`src/rtl/spi_slave_byte_engine_pkg.sv`:
```
// Shared constants and encodings for the SPI slave byte engine and the data transfer controller.
package spi_pkg;

    localparam int SPI_BYTE_W    = 8;
    localparam int SPI_BIT_CNT_W = 3;

    localparam logic SCLK_IDLE = 1'b0;
    localparam logic CS_N_IDLE = 1'b1;

    // Controller state encoding lives here so both sides agree on it.
    typedef enum logic [1:0] {
        IDLE = 2'd0,
        SIZE = 2'd1,
        DATA = 2'd2
    } ctrl_state_t;

endpackage

```
`src/rtl/spi_slave_byte_engine_if.sv`:
```
// SPI pins plus the byte-level handshake towards the data transfer controller.
interface spi_slave_byte_engine_if;
    import spi_pkg::*;

    logic                  spi_sclk;
    logic                  spi_cs_n;
    logic                  spi_mosi;
    logic                  spi_miso;
    logic                  spi_miso_oe;
    logic [SPI_BYTE_W-1:0] spi_byte_out;
    logic [SPI_BYTE_W-1:0] spi_byte_in;
    logic                  spi_cycle_done;
    logic                  spi_active;
    logic                  frame_error;

    modport slave (
        input  spi_sclk, spi_cs_n, spi_mosi, spi_byte_out,
        output spi_miso, spi_miso_oe, spi_byte_in, spi_cycle_done, spi_active, frame_error
    );

    modport master (
        output spi_sclk, spi_cs_n, spi_mosi, spi_byte_out,
        input  spi_miso, spi_miso_oe, spi_byte_in, spi_cycle_done, spi_active, frame_error
    );

endinterface

```
`src/rtl/spi_slave_byte_engine_sync_edge_detect.sv`:
```
// Multi-flop synchroniser for an asynchronous pin, with one extra delay flop for edge detection.
module sync_edge_detect #(
    parameter int   SYNC_STAGES = 2,
    parameter logic RESET_VAL   = 1'b0
) (
    input  logic clk,
    input  logic rst,
    input  logic din,
    output logic level,
    output logic rise,
    output logic fall
);

    logic [SYNC_STAGES-1:0] sync;
    logic                   level_q;

    always_ff @(posedge clk or negedge rst) begin
        if (!rst) begin
            sync    <= {SYNC_STAGES{RESET_VAL}};
            level_q <= RESET_VAL;
        end else begin
            sync    <= {sync[SYNC_STAGES-2:0], din};
            level_q <= sync[SYNC_STAGES-1];
        end
    end

    assign level = sync[SYNC_STAGES-1];
    assign rise  = level & ~level_q;
    assign fall  = ~level & level_q;

endmodule

```
`src/rtl/spi_slave_byte_engine.sv`:
```
// Oversampled mode-0 SPI slave: deserialises MOSI into bytes and serialises the controller's byte onto MISO.
module spi_slave_byte_engine
    import spi_pkg::*;
#(
    parameter int SYNC_STAGES = 2,
    parameter int DONE_HOLD   = 2
) (
    input  logic                    clk,
    input  logic                    rst,
    spi_slave_byte_engine_if.slave  bus
);

    localparam int DW = $clog2(DONE_HOLD + 1);

    logic sclk_level_unused, sclk_rise, sclk_fall;
    logic cs_n_s, cs_rise, cs_fall;
    logic mosi_s, mosi_rise_unused, mosi_fall_unused;
    logic selected;

    logic [SPI_BIT_CNT_W-1:0] bit_cnt;
    logic [SPI_BYTE_W-1:0]    rx_shift;
    logic [SPI_BYTE_W-1:0]    rx_next;
    logic [SPI_BYTE_W-1:0]    tx_shift;
    logic [SPI_BYTE_W-1:0]    byte_in_q;
    logic                     frame_error_q;

    logic          done_start;
    logic          done_retrig;
    logic          retrig_next;
    logic [DW-1:0] done_cnt;
    logic [DW-1:0] done_next;
    logic          cycle_done_q;

    sync_edge_detect #(.SYNC_STAGES(SYNC_STAGES), .RESET_VAL(SCLK_IDLE)) u_sclk_sync (
        .clk(clk), .rst(rst), .din(bus.spi_sclk),
        .level(sclk_level_unused), .rise(sclk_rise), .fall(sclk_fall)
    );

    sync_edge_detect #(.SYNC_STAGES(SYNC_STAGES), .RESET_VAL(CS_N_IDLE)) u_cs_sync (
        .clk(clk), .rst(rst), .din(bus.spi_cs_n),
        .level(cs_n_s), .rise(cs_rise), .fall(cs_fall)
    );

    sync_edge_detect #(.SYNC_STAGES(SYNC_STAGES), .RESET_VAL(1'b0)) u_mosi_sync (
        .clk(clk), .rst(rst), .din(bus.spi_mosi),
        .level(mosi_s), .rise(mosi_rise_unused), .fall(mosi_fall_unused)
    );

    assign selected = ~cs_n_s;
    assign rx_next  = {rx_shift[SPI_BYTE_W-2:0], mosi_s};

    // cs_n edges take priority over sclk; clearing tx_shift on deselect keeps MISO low while idle.
    always_ff @(posedge clk or negedge rst) begin
        if (!rst) begin
            bit_cnt       <= '0;
            rx_shift      <= '0;
            tx_shift      <= '0;
            byte_in_q     <= '0;
            frame_error_q <= 1'b0;
            done_start    <= 1'b0;
        end else begin
            frame_error_q <= 1'b0;
            done_start    <= 1'b0;
            if (cs_rise) begin
                frame_error_q <= (bit_cnt != '0);
                bit_cnt       <= '0;
                tx_shift      <= '0;
            end else if (cs_fall) begin
                bit_cnt  <= '0;
                tx_shift <= bus.spi_byte_out;
            end else if (selected) begin
                if (sclk_rise) begin
                    rx_shift <= rx_next;
                    bit_cnt  <= bit_cnt + SPI_BIT_CNT_W'(1);
                    if (bit_cnt == {SPI_BIT_CNT_W{1'b1}}) begin
                        byte_in_q  <= rx_next;
                        done_start <= 1'b1;
                    end
                end
                if (sclk_fall) begin
                    if (bit_cnt != '0) begin
                        tx_shift <= {tx_shift[SPI_BYTE_W-2:0], 1'b0};
                    end else begin
                        tx_shift <= bus.spi_byte_out;
                    end
                end
            end
        end
    end

    // A byte finishing while the strobe is still high forces one low clk so the controller sees a fresh edge.
    always_comb begin
        done_next   = (done_cnt != '0) ? done_cnt - DW'(1) : '0;
        retrig_next = 1'b0;
        if (done_retrig) begin
            done_next = DW'(DONE_HOLD);
        end else if (done_start) begin
            if (done_cnt != '0) begin
                done_next   = '0;
                retrig_next = 1'b1;
            end else begin
                done_next = DW'(DONE_HOLD);
            end
        end
    end

    always_ff @(posedge clk or negedge rst) begin
        if (!rst) begin
            done_cnt     <= '0;
            done_retrig  <= 1'b0;
            cycle_done_q <= 1'b0;
        end else begin
            done_cnt     <= done_next;
            done_retrig  <= retrig_next;
            cycle_done_q <= (done_next != '0);
        end
    end

    assign bus.spi_miso       = tx_shift[SPI_BYTE_W-1];
    assign bus.spi_miso_oe    = selected;
    assign bus.spi_active     = selected;
    assign bus.spi_byte_in    = byte_in_q;
    assign bus.spi_cycle_done = cycle_done_q;
    assign bus.frame_error    = frame_error_q;

endmodule

```
`src/flat_wrapper.sv`:
```
// flat-port wrapper written by rule: the top's interface ports become plain ports
module spi_slave_byte_engine_flat import spi_pkg::*;
#(
    parameter int SYNC_STAGES = 2,
    parameter int DONE_HOLD   = 2
)
  (clk, rst, bus_spi_sclk, bus_spi_cs_n, bus_spi_mosi, bus_spi_byte_out, bus_spi_miso, bus_spi_miso_oe, bus_spi_byte_in, bus_spi_cycle_done, bus_spi_active, bus_frame_error);
  spi_slave_byte_engine_if bus_i ();
  input  logic clk;
  input  logic rst;
  input wire logic [$bits(bus_i.spi_sclk)-1:0] bus_spi_sclk;
  input wire logic [$bits(bus_i.spi_cs_n)-1:0] bus_spi_cs_n;
  input wire logic [$bits(bus_i.spi_mosi)-1:0] bus_spi_mosi;
  input wire logic [$bits(bus_i.spi_byte_out)-1:0] bus_spi_byte_out;
  output wire logic [$bits(bus_i.spi_miso)-1:0] bus_spi_miso;
  output wire logic [$bits(bus_i.spi_miso_oe)-1:0] bus_spi_miso_oe;
  output wire logic [$bits(bus_i.spi_byte_in)-1:0] bus_spi_byte_in;
  output wire logic [$bits(bus_i.spi_cycle_done)-1:0] bus_spi_cycle_done;
  output wire logic [$bits(bus_i.spi_active)-1:0] bus_spi_active;
  output wire logic [$bits(bus_i.frame_error)-1:0] bus_frame_error;
  assign bus_i.spi_sclk = bus_spi_sclk;
  assign bus_i.spi_cs_n = bus_spi_cs_n;
  assign bus_i.spi_mosi = bus_spi_mosi;
  assign bus_i.spi_byte_out = bus_spi_byte_out;
  assign bus_spi_miso = bus_i.spi_miso;
  assign bus_spi_miso_oe = bus_i.spi_miso_oe;
  assign bus_spi_byte_in = bus_i.spi_byte_in;
  assign bus_spi_cycle_done = bus_i.spi_cycle_done;
  assign bus_spi_active = bus_i.spi_active;
  assign bus_frame_error = bus_i.frame_error;
  spi_slave_byte_engine #(.SYNC_STAGES(SYNC_STAGES), .DONE_HOLD(DONE_HOLD)) u_core (.clk(clk), .rst(rst), .bus(bus_i));
endmodule
```
`config.mk`:
```
export PLATFORM = sky130hd
export DESIGN_NAME = spi_slave_byte_engine_flat
export DESIGN_NICKNAME = d
export VERILOG_FILES = /design/src/rtl/spi_slave_byte_engine_pkg.sv /design/src/rtl/spi_slave_byte_engine_if.sv /design/src/rtl/spi_slave_byte_engine_sync_edge_detect.sv /design/src/rtl/spi_slave_byte_engine.sv /design/src/flat_wrapper.sv
export SDC_FILE = /design/constraint.sdc
export NUM_CORES = 1
export LEC_CHECK = 0
export BUFFER_PORTS_ARGS = -buffer_cell sky130_fd_sc_hd__buf_2
export CAP_MARGIN = 20
export CORE_ASPECT_RATIO = 1.5
export CORE_MARGIN = 3
export CORE_UTILIZATION = 59
export DETAILED_ROUTE_END_ITERATION = 8
export HOLD_SLACK_MARGIN = 0.06
export PLACE_DENSITY = 0.82
export SLEW_MARGIN = 20
export SYNTH_ARGS = -nofsm -noshare
export SYNTH_HDL_FRONTEND = slang
export SYNTH_HIERARCHICAL = 1
export SYNTH_SLANG_ARGS = --single-unit
```
`constraint.sdc`:
```
create_clock -name clk -period 4.75 [get_ports clk]
set_input_delay 0.95 -clock clk [delete_from_list [all_inputs] [get_ports clk]]
set_output_delay 0.95 -clock clk [all_outputs]
set_load 0.1 [all_outputs]
```
# ---- Word level (Yosys, flattened, before mapping)
# Cells that the tools add are included.
dict set report word_totals {
  output_inout_bits 13
  inputBits 13
  word_cells 59
  register_bits 40
}
dict set report op_classes {
  n_mux 22
  bitwise_logic 10
  eq_ne 2
  add_sub_neg 2
  reduce_logical 9
}
# operator count
set op_table {}
lappend op_table {{8-bit two-way mux} 5}
lappend op_table {{3-bit two-way mux} 4}
lappend op_table {{1-bit two-way mux} 9}
lappend op_table {{3-bit nonzero test} 3}
lappend op_table {{2-bit two-way mux} 4}
lappend op_table {{1-bit inverter} 6}
lappend op_table {{5-bit AND reduction} 1}
lappend op_table {{1-bit bitwise AND} 4}
lappend op_table {{2-bit AND reduction} 2}
lappend op_table {{4-bit AND reduction} 1}
lappend op_table {{2-bit nonzero test} 2}
lappend op_table {{3-bit by 1-bit adder with 3-bit output, second input constant} 1}
lappend op_table {{3-bit == test, second input constant} 1}
lappend op_table {{3-bit by 1-bit != test with 1-bit output, second input constant} 1}
lappend op_table {{2-bit by 1-bit subtractor with 2-bit output, second input constant} 1}

# ---- Depth between registers and ports, before layout
# Gate-level depths: netlist of the first run.
dict set report depth {
  word_depth 6
  mapped_depth 6
  ltp_nobuf 5
}

# ---- Modules after synthesis
# Netlist of the first run, hierarchy kept.
# mod n_inst seq_area_each_um2 cells_per_inst area_per_inst_um2
set by_module_without_submodules {}
lappend by_module_without_submodules {spi_slave_byte_engine 1 800.8 114 1430.1}
lappend by_module_without_submodules {{sync_edge_detect (u_core.u_mosi_sync ...)} 2 75.1 5 90.1}
lappend by_module_without_submodules {{sync_edge_detect (u_core.u_cs_sync)} 1 78.8 5 93.8}

# ---- Worst setup path before layout of the first run
# OpenSTA, ideal clock, no wires.
dict set report synth_path {
  path_type {register to output}
  startpoint {reg u_core.u_cs_sync.sync[1]}
  endpoint {out bus_spi_miso_oe}
  stages_incl_launch_ff 3
  t_arrival_ns 1.411
  n_path_buf 1
  setup_slack_ns 2.389
  path_cell_list {dfstp_2 > inv_1 > buf_4}
}
dict set report synth_via {
  elab_chain_len 1
}
# item line_no
set synth_lines {}
lappend synth_lines {{start, declared} spi_slave_byte_engine_sync_edge_detect.sv:14} ;# logic [SYNC_STAGES-1:0] sync;
lappend synth_lines {{start signal, assigned} spi_slave_byte_engine_sync_edge_detect.sv:19} ;# sync <= {SYNC_STAGES{RESET_VAL}};
lappend synth_lines {{start signal, assigned} spi_slave_byte_engine_sync_edge_detect.sv:22} ;# sync <= {sync[SYNC_STAGES-2:0], din};
lappend synth_lines {{1-bit inverter (no source line)} -}
lappend synth_lines {{end, declared} flat_wrapper.sv:16} ;# output wire logic [$bits(bus_i.spi_miso_oe)-1:0] bus_spi_miso_oe;
# Every way passes these cells.

# ---- Worst setup path after layout of the first run
# Same ends and word-level chain as after synthesis.

==> summary.md, run 1 <==
| Metric | Value |
|---|---|
| Status | finished, final reports clean |
| Delay-heaviest family, CP | flip-flops |
| I/O pin total | 26 |
| # H-tree levels | 2 |
| GR Util met3 | 5.47% |
| Post-Layout Cell Count | 190 |
| Maximum vdd drop | 0.248 mV |
| WL final | 2720 microns |
| First-pass GRT wire length | 4830 microns |
| Post-layout util | 70.6% |
| Syn_area_per_cell | 13.2 sq um |
| Number of global-route vias before repair | 1149 |
| Slowest-stage cell, CP | dfstp_2 |
| Comb pwr share | 12.9% |
| Final RePlAce weighted congestion | 0.788 |
| Synth warnings | 6 |
| Root buffer cell | clkbuf_8 |
| Normalized max-slew margin | 45.1% |
| Die Y | 71.0 microns |
| Residual DRC | 0 |
| Setup bufs post-CTS | 0 |
| Vias per inst | 5.53 |
| Final Hold Fails | 0 |
| Final ANT Viol Nets | 0 |
| Diode count | 0 |
| Placed cell count | 182 |
| End of the critical path | bus_spi_miso_oe |
| Fin. max-slew vios | 0 |
| Minimum clock period | 2190 ps |
| Worst r2r dst | u_core/tx_shift[2] |
| Via Count | 1050 |
| Initial Utilization | 62.2% |
| Power consumption | 0.000711 W |
| Cells after Synth | 126 |
| Commonest non-fill, non-tap cell in the layout | dfrtp_1 |
| Max cap viols | 0 |
| Pin count of the biggest net entering global routing | 41 |
| Post-Syn Area | 1660 sq um |
| Die area | 3510 sq um |
| Total grt overflow | 0 |
| R2R Setup Slk | 2560 ps |
| All-Layer GR Usage | 18.6% |
| Hold Crit Class | reg2reg |
| Pint | 0.000531 W |
| CP arrival | 1240 ps |
| Iteration count of the initial detailed-routing pass | 4 |
| WS Path Type | reg2out |
| Net load switching power | 0.000180 W |
| Layout Skew | 5.60 ps |
| Fin nets | 168 |
| CP cell instances | inv_1, buf_2 |
| Global routing met2 resource utilization | 31.5% |
| Power per cell area | 376 nW/um^2 |
| Static Leak | 0.952 nW |
| Switching Share | 25.3% |
| RR Startpoint | u_core/u_cs_sync/sync[1] |
| Clk buf depth | 2 |
| CP Data Required Time | 3800 ps |
| Crit. Startpoint | u_core/u_cs_sync/sync[1] |
| Hold_ws | 348 ps |
| Busiest grt layer | met2 |
| Antenna violations before repair | 0 |
| Iter 0 DRT Violations | 28 |
| PostCTS Resize Cnt | 0 |
| Most frequent cells in the layout | dfrtp_1, buf_2, mux2_2 |
| Met1 Use GR | 17.9% |
| CTS sink count | 40 |
| Setup violators final | 0 |
| Maximum fanout along the worst path | 7 |
| TritonCTS buffer count | 5 |
| Core Footprint | 2680 sq um |
| Fmax | 0.457 GHz |
| Layout cells sized above 1 | 36.6% |
| Total negative slack | 0 ps |
| Syn_nets | 142 |
| Bufs and invs on worst path | 2 |
| PortBufs | 25 |
| Startpoint types | register |
| RSZ-0062 raised after global routing | false |
| Routed WL per cell | 14.3 microns |
| Slew @ Worst Pin | 823 ps |
| # rows | 23 |
| Cts-stage hold buffer count | 0 |
| DP Wirelength | 2000 microns |
| Sequential power share | 56.2% |
| Cells on worst reg2reg path | 4 |
| Crit path capture type | output pin |
| CTS clk-pin slew, worst paths | 70 ps |
| Clock power frac | 31.0% |
| Crit path largest cell delay | 600 ps |
| Clk Latency, worst-skew pair | 280 ps |
| Crit. path cell count | 2 |
| Die Width | 49.4 microns |
| Final Cycle Share | 46.0% |
| CTS tree | built |
| Area grow syn2layout | 13.6% |
[per-layer routing]
layer  vias to the layer above  wire [microns]
met2                        34            1410
met5                         -               0
met3                        11             146
met4                         0             117
met1                       511            1040
li1                        494               -
[flip-flops by register name, indices dropped and copies added, names as in the netlist]
| signal | count |
|---|---|
| u_core/done_cnt | 2 |
| u_core/tx_shift | 8 |
| u_core/bus.spi_byte_in | 8 |
| u_core/done_retrig | 1 |
| u_core/bus.frame_error | 1 |
| u_core/bit_cnt | 3 |
| u_core/u_cs_sync/level_q | 1 |
| u_core/bus.spi_cycle_done | 1 |
| u_core/u_cs_sync/sync | 2 |
| u_core/u_sclk_sync/sync | 2 |
| u_core/u_sclk_sync/level_q | 1 |
| u_core/done_start | 1 |
| u_core/rx_shift | 7 |
| u_core/u_mosi_sync/sync | 2 |
[per-stage QoR]
stage | cell area, sq um | worst slack, ps
final | 1890 | 2560
after global routing | 1890 | 2400
after CTS | 1890 | 2540
after detailed placement | 1800 | 2600
after global placement | 1800 | 2640
after floorplan | 1660 | 2390
[power groups by stage]
stage / Combinational [W] / Clock (W) / Sequential, W
after floorplan: 0.0000605 / 0 / 0.000408
after global placement: 0.0000889 / 0 / 0.000403
after detailed placement: 0.0000915 / 0 / 0.000406
after CTS: 0.0000923 / 0.000230 / 0.000399
after global routing: 0.0000998 / 0.000241 / 0.000404
final: 0.0000915 / 0.000220 / 0.000399
[area by class of cell]
cell class              count  area (sq um)
inverters                   6          22.5
repair buffers             25           125
clock buffers               8          90.1
fillers                   203           786
well taps                  37          46.3
flip-flops and latches     40          1000
multi-input cells          74           602
[how the worst min path moves through the flow]
stage / startpoint / end / slack [ps] / cells after the start
after global routing: u_core/u_sclk_sync/sync[0] / u_core/u_sclk_sync/sync[1] / 350 / 0
after CTS: u_core/u_sclk_sync/sync[0] / u_core/u_sclk_sync/sync[1] / 350 / 0
final: u_core/u_sclk_sync/sync[0] / u_core/u_sclk_sync/sync[1] / 350 / 0
after floorplan: u_core/u_mosi_sync/sync[0] / u_core/u_mosi_sync/sync[1] / 330 / 0
after detailed placement: u_core/u_sclk_sync/sync[0] / u_core/u_sclk_sync/sync[1] / 340 / 0
after global placement: u_core/u_sclk_sync/sync[0] / u_core/u_sclk_sync/sync[1] / 330 / 0
(Power assumes the default switching activity.)
==> inputs of run 2 (changes only) <==
--- a/config.mk
+++ b/config.mk
@@ -5,14 +5,15 @@
 export SDC_FILE = /design/constraint.sdc
 export NUM_CORES = 1
 export LEC_CHECK = 0
+export ABC_AREA = 1
 export BUFFER_PORTS_ARGS = -buffer_cell sky130_fd_sc_hd__buf_2
 export CAP_MARGIN = 20
 export CORE_ASPECT_RATIO = 1.5
 export CORE_MARGIN = 3
-export CORE_UTILIZATION = 59
+export CORE_UTILIZATION = 50
 export DETAILED_ROUTE_END_ITERATION = 8
 export HOLD_SLACK_MARGIN = 0.06
-export PLACE_DENSITY = 0.82
+export PLACE_DENSITY = 0.74
 export SLEW_MARGIN = 20
 export SYNTH_ARGS = -nofsm -noshare
 export SYNTH_HDL_FRONTEND = slang
==> constraint.sdc (replaced) <==
create_clock -name clk -period 1.83 [get_ports clk]
set_input_delay 0.366 -clock clk [delete_from_list [all_inputs] [get_ports clk]]
set_output_delay 0.366 -clock clk [all_outputs]
set_load 0.1 [all_outputs]
==> run 2 against run 1 <==
  * Synthesized area increased by 2.2%
  * Clock skew is 4.4 ps lower
  * Critical path depth up 5
  * Flip-flop and latch count unchanged
==> summary.md, run 2 <==
| Metric | Value |
|---|---|
| Post-Syn Area | 1700 sq um (+2.2%) |
| PostCTS Resize Cnt | 0 (unchanged) |
| RSZ-0062 raised after global routing | false |
| Post-layout util | 60.7% (-9.9 points) |
| Fmax | 0.607 GHz |
| All-Layer GR Usage | 17.8% (-0.71 points) |
| Final ANT Viol Nets | 0 (unchanged) |
| Static Leak | 1.06 nW (+11%) |
| Iteration count of the initial detailed-routing pass | 6 (+2) |
| Normalized max-slew margin | 52.3% (+7.2 points) |
| TritonCTS buffer count | 5 (unchanged) |
| Clk Latency, worst-skew pair | 290 ps (about the same) |
| Crit path capture type | register |
| Hold_ws | 125 ps (-222 ps) |
| Residual DRC | 0 (unchanged) |
| DP Wirelength | 2210 microns (+11%) |
| Via Count | 1215 (+16%) |
| Setup violators final | 0 (unchanged) |
| Synth warnings | 6 (unchanged) |
| Pin count of the biggest net entering global routing | 35 (-15%) |
| CTS tree | built |
| Max cap viols | 0 (unchanged) |
| Placed cell count | 237 (+30%) |
| WL final | 3030 microns (+12%) |
| Die area | 4150 sq um (+18%) |
| Diode count | 0 (unchanged) |
| # H-tree levels | 2 (unchanged) |
| Final Hold Fails | 0 (unchanged) |
| Core Footprint | 3220 sq um (+20%) |
| PortBufs | 25 (unchanged) |
| CTS sink count | 40 (unchanged) |
| CP arrival | 1830 ps (+590 ps) |
| Initial Utilization | 52.8% (-9.4 points) |
| Fin. max-slew vios | 0 (unchanged) |
| Total grt overflow | 0 (unchanged) |
| Maximum vdd drop | 0.820 mV (+230%) |
| Maximum fanout along the worst path | 16 (+9) |
| CP Data Required Time | 2010 ps (-1790 ps) |
| Fin nets | 220 (+31%) |
| Die Y | 77.4 microns (+9.0%) |
| Clk buf depth | 2 (unchanged) |
| Status | finished, final reports clean |
| Startpoint types | register |
| # rows | 25 (+8.7%) |
| Cells on worst reg2reg path | 7 (+3) |
| Final RePlAce weighted congestion | 0.772 (-2.0%) |
| Layout cells sized above 1 | 28.3% (-8.3 points) |
| Power consumption | 0.00182 W (+160%) |
| Antenna violations before repair | 0 (unchanged) |
| Die Width | 53.6 microns (+8.6%) |
| Commonest non-fill, non-tap cell in the layout | nand2_1 |
| Final Cycle Share | 90.0% |
| Post-Layout Cell Count | 245 (+29%) |
| Slew @ Worst Pin | 715 ps (-108 ps) |
| Root buffer cell | clkbuf_8 |
| Hold Crit Class | in2async |
| WS Path Type | reg2reg |
| CTS clk-pin slew, worst paths | 70 ps (about the same) |
| Most frequent cells in the layout | nand2_1, dfrtp_1, inv_1, buf_2 |
| Number of global-route vias before repair | 1237 (+7.7%) |
| Syn_area_per_cell | 9.83 sq um (-26%) |
| Total negative slack | 0 ps (unchanged) |
| Syn_nets | 189 (+33%) |
| Vias per inst | 4.96 (-10%) |
| Layout Skew | 1.23 ps (-4.37 ps) |
| Power per cell area | 932 nW/um^2 (+150%) |
| Setup bufs post-CTS | 0 (unchanged) |
| Area grow syn2layout | 15.0% |
| First-pass GRT wire length | 5330 microns (+10%) |
| Cells after Synth | 173 (+37%) |
| Fillcell total | 269 (+33%) |
| Iter 0 DRT Violations | 35 (+25%) |
| Routed WL per cell | 12.4 microns (-13%) |
| Minimum clock period | 1650 ps |
| Cts-stage hold buffer count | 0 (unchanged) |
| I/O pin total | 26 (unchanged) |
==> run 2: critical path, stage by stage (launching register included) <==
cell and delay, ps:
dfstp_2 580, inv_1 50, nor2_1 290, nor2_4 110, nand3_2 300, inv_1 100
nand2_1 70, nand2_1 40
==> run 2: cell type report <==
type                    instances  area [sq um]  area share [%]
flip-flops and latches         40          1000            51.4
multi-input cells             101           556            28.4
repair buffers                 28           148            7.55
inverters                      28           105            5.37
clock buffers                   6          82.6            4.22
well taps                      40          50.0            2.56
clock inverters                 2          10.0           0.512
==> run 2: worst paths after layout <==
check,startpoint,end,slack (ps)
max,u_core/u_cs_sync/sync[1],u_core/bus.spi_byte_in[7],180
min,rst,u_core/bus.spi_cycle_done,130
max reg2reg,u_core/u_cs_sync/sync[1],u_core/bus.spi_byte_in[7],180
min reg2reg,u_core/u_mosi_sync/sync[0],u_core/u_mosi_sync/sync[1],350
max in group asynchronous,rst,u_core/bus.spi_byte_in[2],1160
min in group clk,bus_spi_cs_n,u_core/u_cs_sync/sync[0],170
==> run 2: where the power goes <==
group | internal (W) | total [W] | switching (W)
logic | 0.0000751 | 0.000251 | 0.000176
clock network | 0.000300 | 0.000586 | 0.000286
registers | 0.000952 | 0.000985 | 0.0000329
==> run 2: through the flow <==
step	instance area [sq um]	worst slack, ps
2_1_floorplan	1700	48.7
3_3_place_gp	1860	289
3_5_place_dp	1860	203
4_1_cts	1960	188
5_1_grt	1960	65.4
6_report	1960	182
==> run 2: routing by layer <==
metal  GRT usage [%]  wire length (microns)  vias to the layer above
met5               0                      0                        -
met4            8.95                     73                        0
met3            6.91                    187                        5
met2            29.1                   1590                       40
met1            19.4                   1180                      569
li1                -                      -                      601
==> inputs of run 3 (changes only) <==
--- a/config.mk
+++ b/config.mk
@@ -10,10 +10,10 @@
 export CAP_MARGIN = 20
 export CORE_ASPECT_RATIO = 1.5
 export CORE_MARGIN = 3
-export CORE_UTILIZATION = 50
+export CORE_UTILIZATION = 45
 export DETAILED_ROUTE_END_ITERATION = 8
 export HOLD_SLACK_MARGIN = 0.06
-export PLACE_DENSITY = 0.74
+export PLACE_DENSITY = 0.68
 export SLEW_MARGIN = 20
 export SYNTH_ARGS = -nofsm -noshare
 export SYNTH_HDL_FRONTEND = slang
==> run 3 against run 2 <==
  * Register-to-register slack better by 20 ps
  * Non-clock buffer count is 1 lower
  * Critical path type unchanged
  * Flip-flop and latch count stayed put
  * Core utilization is 5.3 points lower
  * Routed wire length is 3.1% lower
  * First-iteration DRC count is 5.7% higher
  * Setup slack better by 24 ps
  * Critical endpoint unchanged
  * Global-route usage is 2.8 points lower
  * Clock power hardly changed
==> summary.md, run 3 (synthesized netlist as in run 2, its figures left out) <==
| Metric | Value |
|---|---|
| Final ANT Viol Nets | 0 (unchanged) |
| Die Y | 81.3 microns (+5.0%) |
| Normalized max-slew margin | 67.1% (+15 points) |
| Crit path largest cell delay | 580 ps (about the same) |
| Max cap viols | 0 (unchanged) |
| Status | finished, final reports clean |
| Layout cells sized above 1 | 27.0% (-1.3 points) |
| TritonCTS buffer count | 5 (unchanged) |
| Power per cell area | 933 nW/um^2 (+0.16%) |
| PostCTS Resize Cnt | 0 (unchanged) |
| Die area | 4570 sq um (+10%) |
| Iteration count of the initial detailed-routing pass | 4 (-2) |
| Fillcell total | 328 (+22%) |
| R2R Setup Slk | 210 ps (+20 ps) |
| DP Wirelength | 2130 microns (-3.7%) |
| WL final | 2940 microns (-3.1%) |
| Static Leak | 1.05 nW (-0.97%) |
| Slew @ Worst Pin | 493 ps (-222 ps) |
| Fmax | 0.616 GHz (+1.5%) |
| Maximum vdd drop | 0.722 mV (-12%) |
| RSZ-0062 raised after global routing | false |
| Initial Utilization | 48.4% (-4.4 points) |
| Core Footprint | 3510 sq um (+9.0%) |
| Number of global-route vias before repair | 1242 (+0.40%) |
| Power consumption | 0.00182 W (-0.23%) |
| Antenna violations before repair | 0 (unchanged) |
| Area grow syn2layout | 14.6% |
| Layout Skew | 2.75 ps (+1.53 ps) |
| CP arrival | 1800 ps (-30 ps) |
| Final Cycle Share | 88.7% (-1.3 points) |
| Pin count of the biggest net entering global routing | 41 (+17%) |
| Final RePlAce weighted congestion | 0.828 (+7.3%) |
| Minimum clock period | 1620 ps (-24.5 ps) |
| Setup violators final | 0 (unchanged) |
| Setup bufs post-CTS | 0 (unchanged) |
| Via Count | 1193 (-1.8%) |
| Cells on worst reg2reg path | 7 (unchanged) |
| All-Layer GR Usage | 15.1% (-2.8 points) |
| WS Path Type | reg2reg |
| RR Startpoint | u_core/u_cs_sync/sync[1] |
| Clk buf depth | 2 (unchanged) |
| Diode count | 0 (unchanged) |
| Cts-stage hold buffer count | 0 (unchanged) |
| # rows | 26 (+4.0%) |
| Hold Crit Class | in2async |
| Vias per inst | 4.85 (-2.2%) |
| CTS sink count | 40 (unchanged) |
| Maximum fanout along the worst path | 16 (unchanged) |
| Root buffer cell | clkbuf_8 |
| Residual DRC | 0 (unchanged) |
| Fin. max-slew vios | 0 (unchanged) |
| # H-tree levels | 2 (unchanged) |
| CP Data Required Time | 2010 ps (about the same) |
| Total grt overflow | 0 (unchanged) |
| Iter 0 DRT Violations | 37 (+5.7%) |
| I/O pin total | 26 (unchanged) |
| Final Hold Fails | 0 (unchanged) |
| Finished Cell Area | 1950 sq um (-0.38%) |
| CTS tree | built |
| CTS clk-pin slew, worst paths | 70 ps (about the same) |
| Startpoint types | register |
| Worst r2r dst | u_core/bus.spi_byte_in[7] |
| Routed WL per cell | 12.0 microns (-3.5%) |
| Total negative slack | 0 ps (unchanged) |
| Slowest-stage cell, CP | dfstp_2 |
| Fin nets | 219 (-0.45%) |
| First-pass GRT wire length | 5270 microns (-1.2%) |
| Commonest non-fill, non-tap cell in the layout | nand2_1 |
| Most frequent cells in the layout | nand2_1, dfrtp_1, inv_1, buf_2 |
| Crit path capture type | register |
| Clk Latency, worst-skew pair | 290 ps (about the same) |
| Placement Cell Area | 1860 sq um (-0.27%) |
| CP cell instances | inv_1, nor2_1, nor2_4, nand3_2, inv_1, nand2_1, nand2_1 |
| Die Width | 56.2 microns (+4.8%) |
| PortBufs | 25 (unchanged) |
## run 3: worst max path at each step
stage,endpoint,from,cells after the start
2_1_floorplan,bus_spi_miso_oe,u_core/u_cs_sync/sync[1],2
3_3_place_gp,u_core/bus.spi_byte_in[7],u_core/u_cs_sync/sync[1],7
3_5_place_dp,u_core/bus.spi_byte_in[7],u_core/u_cs_sync/sync[1],7
4_1_cts,u_core/bus.spi_byte_in[7],u_core/u_cs_sync/sync[1],7
5_1_grt,u_core/bus.spi_byte_in[7],u_core/u_cs_sync/sync[1],7
6_report,u_core/bus.spi_byte_in[7],u_core/u_cs_sync/sync[1],7
## run 3: final cells by class
type                            instances  area (sq um)  share of cell area, %
Sequential cell                        40          1000                   51.6
Multi-Input combinational cell        101           556                   28.5
Timing Repair Buffer                   27           140                   7.19
Clock buffer                            8          90.1                   4.62
Tap cell                               42          52.6                   2.70
Inverter                               28           105                   5.39
## run 3: through the flow
step	utilization [%]	std cells	setup WS (ps)	hold slack (ps)
finish	55.4	246	207	121
global route	55.4	246	82.6	162
CTS	55.4	246	187	137
detailed placement	52.9	238	210	343
global placement	52.9	238	285	334
floorplan	-	173	48.7	70.4
## run 3: worst max-delay path, delay by kind of cell (launching register included)
family / cells / cell delay, ps
AND/OR/NAND/NOR: 5 / 800
flip-flops: 1 / 580
buffers and inverters: 2 / 150
## run 3: power by group
group          switching [W]  internal (W)
clock network       0.000279      0.000307
registers          0.0000329      0.000952
logic               0.000173     0.0000736
total               0.000485       0.00133
## run 3: metal layers
layer | vias to the layer above | share of wire [%] | track usage (%)
li1 | 596 | - | -
met1 | 570 | 40 | 16.4
met2 | 21 | 52 | 25.4
met3 | 6 | 4.4 | 4.29
met4 | 0 | 2.9 | 9.98
met5 | - | 0 | 0
